File: config.mk
export PLATFORM = sky130hd
export DESIGN_NAME = shift_reg_universal
export DESIGN_NICKNAME = d
export VERILOG_FILES = /design/src/rtl/shift_reg_pkg.sv /design/src/rtl/shift_burst_ctr.sv /design/src/rtl/shift_reg_universal.sv
export SDC_FILE = /design/constraint.sdc
export NUM_CORES = 1
export LEC_CHECK = 0
export BUFFER_PORTS_ARGS = -buffer_cell sky130_fd_sc_hd__buf_2
export CORE_ASPECT_RATIO = 0.8
export CORE_MARGIN = 2
export CORE_UTILIZATION = 35
export DETAILED_ROUTE_END_ITERATION = 10
export SYNTH_ARGS = -nofsm -noshare
export SYNTH_HDL_FRONTEND = slang
export SYNTH_SLANG_ARGS = --single-unit
File: constraint.sdc
create_clock -name clk -period 5.8 [get_ports clk]
set_input_delay 0.58 -clock clk [delete_from_list [all_inputs] [get_ports clk]]
set_output_delay 0.58 -clock clk [all_outputs]
set_load 0.05 [all_outputs]
File: src/rtl/shift_reg_pkg.sv
// Shared types and constants for the universal shift register.
// State encoding and shift direction codes.
package shift_reg_pkg;

  typedef enum logic [1:0] {
    ST_IDLE = 2'd0,
    ST_RUN  = 2'd1,
    ST_DONE = 2'd2
  } state_t;

  localparam logic DIR_RIGHT = 1'b0;
  localparam logic DIR_LEFT  = 1'b1;

endpackage

File: src/rtl/shift_burst_ctr.sv
// Burst length down-counter with clamp to the register width.
// Loaded on burst start; flags the cycle carrying the final shift.
module shift_burst_ctr
  import shift_reg_pkg::*;
#(
  parameter int WIDTH = 8,
  parameter int CNT_W = $clog2(WIDTH + 1)
) (
  input  logic             clk,
  input  logic             rst,
  input  logic             ld,
  input  logic             dec,
  input  logic             clr,
  input  logic [CNT_W-1:0] len,
  output logic             last
);

  localparam logic [CNT_W-1:0] MAX_LEN = CNT_W'(WIDTH);

  logic [CNT_W-1:0] cnt;
  logic [CNT_W-1:0] len_clamped;

  assign len_clamped = (len > MAX_LEN) ? MAX_LEN : len;
  assign last = (cnt == CNT_W'(1));

  // Remaining-shift counter: clear on abort, load on start, count down per shift.
  always_ff @(posedge clk or posedge rst) begin
    if (rst) begin
      cnt <= '0;
    end else if (clr) begin
      cnt <= '0;
    end else if (ld) begin
      cnt <= len_clamped;
    end else if (dec && cnt != '0) begin
      cnt <= cnt - CNT_W'(1);
    end
  end

endmodule

File: src/rtl/shift_reg_universal.sv
// Universal shift register: load, bidirectional shift/rotate, burst engine.
// Optional registered parity output enabled by SHIFT_REG_PARITY_EN.
module shift_reg_universal
  import shift_reg_pkg::*;
#(
  parameter int WIDTH = 8,
  localparam int CNT_W = $clog2(WIDTH + 1)
) (
  input  logic             clk,
  input  logic             rst,
  input  logic             load,
  input  logic             shift,
  input  logic             dir,
  input  logic             rotate,
  input  logic [WIDTH-1:0] I,
  input  logic             SI_R,
  input  logic             SI_L,
  input  logic             start,
  input  logic [CNT_W-1:0] len,
  output logic [WIDTH-1:0] A,
  output logic             SO,
  output logic             busy,
`ifdef SHIFT_REG_PARITY_EN
  output logic             par,
`endif
  output logic             done
);

  state_t           state;
  state_t           state_nx;
  logic             cap_dir;
  logic             cap_rot;
  logic             cap_en;
  logic [WIDTH-1:0] a_nx;
  logic             ctr_ld;
  logic             ctr_dec;
  logic             ctr_clr;
  logic             last;
  logic             eff_dir;

  function automatic logic [WIDTH-1:0] shift_step(
    input logic [WIDTH-1:0] v,
    input logic             d,
    input logic             r,
    input logic             sr,
    input logic             sl
  );
    if (d == DIR_RIGHT) begin
      return {(r ? v[0] : sr), v[WIDTH-1:1]};
    end else begin
      return {v[WIDTH-2:0], (r ? v[WIDTH-1] : sl)};
    end
  endfunction

  shift_burst_ctr #(
    .WIDTH(WIDTH),
    .CNT_W(CNT_W)
  ) u_ctr (
    .clk (clk),
    .rst (rst),
    .ld  (ctr_ld),
    .dec (ctr_dec),
    .clr (ctr_clr),
    .len (len),
    .last(last)
  );

  // Next state and next register value: load beats burst beats manual shift.
  always_comb begin
    state_nx = state;
    a_nx     = A;
    ctr_ld   = 1'b0;
    ctr_dec  = 1'b0;
    ctr_clr  = 1'b0;
    cap_en   = 1'b0;
    if (load) begin
      a_nx     = I;
      ctr_clr  = (state == ST_RUN);
      state_nx = ST_IDLE;
    end else begin
      unique case (state)
        ST_RUN: begin
          a_nx    = shift_step(A, cap_dir, cap_rot, SI_R, SI_L);
          ctr_dec = 1'b1;
          if (last) state_nx = ST_DONE;
        end
        ST_DONE: begin
          state_nx = ST_IDLE;
        end
        default: begin
          if (start) begin
            if (len == '0) begin
              state_nx = ST_DONE;
            end else begin
              ctr_ld   = 1'b1;
              cap_en   = 1'b1;
              state_nx = ST_RUN;
            end
          end else if (shift) begin
            a_nx = shift_step(A, dir, rotate, SI_R, SI_L);
          end
        end
      endcase
    end
  end

  // State, data and registered status flags.
  always_ff @(posedge clk or posedge rst) begin
    if (rst) begin
      state   <= ST_IDLE;
      A       <= '0;
      cap_dir <= 1'b0;
      cap_rot <= 1'b0;
      busy    <= 1'b0;
      done    <= 1'b0;
    end else begin
      state <= state_nx;
      A     <= a_nx;
      busy  <= (state_nx == ST_RUN);
      done  <= (state_nx == ST_DONE);
      if (cap_en) begin
        cap_dir <= dir;
        cap_rot <= rotate;
      end
    end
  end

  assign eff_dir = (state == ST_RUN) ? cap_dir : dir;
  assign SO = (eff_dir == DIR_LEFT) ? A[WIDTH-1] : A[0];

`ifdef SHIFT_REG_PARITY_EN
  // Even-parity flag tracking the value A takes on each edge.
  always_ff @(posedge clk or posedge rst) begin
    if (rst) begin
      par <= 1'b0;
    end else begin
      par <= ^a_nx;
    end
  end
`endif

endmodule

==> results.yml <==
floorplan:
  die_y_um: 56.3
  rows: 18
  start_util_pct: 37.7
  fp.coreArea_um2: 3180
  die_w_um: 69.4
  die_area_um2: 3910
  ioPinCount: 32
timing:
  final-setup-viol-count: 0
  setup_tns_ps: 0
  fin_skew_ps: 0.514
  rsz0062_at_grt: "no"
  period_needed_ps: 2870
  slew_headroom_pct: 47.7
  fin_crit_sh_pct: 49.6
  max_freq_ghz: 0.348
  whs_ps: 431
  finalHoldViolCount: 0
  tightestPinTransition_ps: 778
  slew_violations: 0
logic_synthesis:
  synth_seq_cells: 18
  yosys_warnings: 0
  synth_edf_count: 0
  synthFlopType: "dfrtp_1"
  mappedNetlistNets: 150
  syn_area_per_cell_um2: 9.67
  synth_cell_types: 34
  syn_area_um2: 1200
  netlist_instances: 124
  ys_seq_area_share_pct: 37.6
  async_reset_ff_share_pct: 100
critical_path:
  r2r_cells: 6
  crit_fanout: 13
  cp.required_ps: 5220
  crit_type: "reg -> out"
  cp-startpoint: "state[1]$_DFF_PP0_"
  critPathLaunchType: "register"
  end_kind: "output port"
  crit_arrival_ps: 2290
  worstSetupEndpoint: "SO"
  reg2reg_from: "state[1]$_DFF_PP0_"
  r2r-end: "A[7]$_DFFE_PP0P_"
  timing.reg2reg.setup_slack_ps: 3540
drt:
  wirelength_um: 2630
  firstDrtPassIters: 4
  viasPerCell: 5.06
  drtIter0Drc: 52
  wl_per_cell_um: 13.6
  drc_errors: 0
  vias: 982
  ant_nets: 0
clocking:
  clk_pin_slew_worst_paths_ps: 60
  holdBufCountCts: 0
  cts_made_buffers: 3
  root_buffer: "clkbuf_8"
  cts_resized: 0
  insertion_delay_ps: 240
  cts_tree: "done"
  post_cts_buffers: 0
  cts-htree-levels: 1
  cts.path.max_buffers: 2
  clock-sinks: 18
cells_and_area:
  final_common_cell: "buf_2"
  diodes: 0
  syn_to_final_growth_pct: 19.2
  drive_above_1_share_pct: 31.8
  fillers: 317
  seqCellArea_um2: 450
  layout.nets: 182
  layout_common_cells: "buf_2 (31), dfrtp_1 (18), nand2_1 (13)"
  multi_input_area_um2: 687
hold_path:
  hold_class: "in -> async"
outcome:
  status: "finished, final reports clean"
power:
  leakage_nw: 0.667
  power_density_nw_per_um2: 528
  ir_drop_mv: 0.244
global_routing:
  grt_pass1_vias: 1026
  overflow: 0
  grt.total_usage_pct: 14.5
  antenna_found_initial: 0
  grt_pass1_wl_um: 4660
  grt_max_degree: 26
placed_design:
  gp_congestion: 0.794
  io_buffers: 31
  dp_hpwl_um: 2080
flow_run:
  cap_violations: 0
==> where the power goes <==
| part | internal, mW | switching, mW |
|---|---|---|
| clock | 0.0460 | 0.0372 |
| sequential | 0.182 | 0.0613 |
| combinational | 0.156 | 0.272 |
| total | 0.384 | 0.370 |
==> cells by family after synthesis <==
family,share of synthesized area [%]
adders and majority gates,5.22
muxes,18.8
and+or+nand+nor,16.9
AOI/OAI and AO/OA,16.4
buffers and inverters,5.11
DFF,37.6
==> per-layer routing <==
layer,track usage [%],vias to the layer above,share of wire [%]
met2,23.6,25,45
met4,1.68,0,0.49
met1,19.9,448,49
li1,-,507,-
met3,3.95,2,5.1
met5,0,-,0
==> cell type report <==
| cell class | count | share of cell area (%) |
|---|---|---|
| multi-input cells | 90 | 48.1 |
| flip-flops and latches | 18 | 31.5 |
| repair buffers | 31 | 10.9 |
| well taps | 40 | 3.50 |
| inverters | 12 | 3.15 |
| clock buffers | 3 | 2.89 |
==> synth_stat cells (2+ instances only) <==
master | count | area, µm²
o31a_1 | 3 | 26.3
inv_1 | 12 | 45.0
mux2_2 | 10 | 113
ha_1 | 5 | 62.6
mux2i_1 | 9 | 90.1
a21oi_1 | 3 | 15.0
nor3_1 | 4 | 20.0
nand2b_1 | 2 | 12.5
clkbuf_1 | 3 | 11.3
nand3_1 | 2 | 10.0
nand2_1 | 13 | 48.8
nor3b_1 | 2 | 15.0
dfrtp_1 | 18 | 450
nor2_1 | 3 | 11.3
nand3b_1 | 4 | 30.0
o21ai_0 | 10 | 50.1
o32ai_1 | 2 | 17.5
o211ai_1 | 3 | 22.5
==> worst max-delay path, cell delays in order, from the launching register on <==
cell,delay (ps)
dfrtp_1,390
inv_1,80
ha_1,460
mux2i_4,510
mux2_2,380
buf_2,210
==> state kept, by name, indices dropped and copies added, names as in the netlist <==
name,count
state,2
A,8
done,1
busy,1
u_ctr.cnt,4
cap_dir,1
cap_rot,1
==> through the flow <==
stage	std cells	setup WS, ps	cell area, µm²	power (mW)	util (%)
4_1_cts	194	2920	1430	0.760	45.0
3_3_place_gp	191	3260	1390	0.669	43.7
6_report	194	2930	1430	0.754	45.0
5_1_grt	194	2790	1430	0.814	45.0
2_1_floorplan	124	3640	1200	0.574	-
3_5_place_dp	191	3200	1390	0.674	43.7
==> how the worst min path moves through the flow <==
stage | start | end
floorplan | rst | A[0]$_DFFE_PP0P_
global placement | A[4]$_DFFE_PP0P_ | A[4]$_DFFE_PP0P_
finish | rst | A[3]$_DFFE_PP0P_
global route | rst | done$_DFF_PP0_
detailed placement | u_ctr.cnt[1]$_DFFE_PP0P_ | u_ctr.cnt[1]$_DFFE_PP0P_
CTS | rst | A[2]$_DFFE_PP0P_
Note: power is estimated with default switching activity, not from simulation.
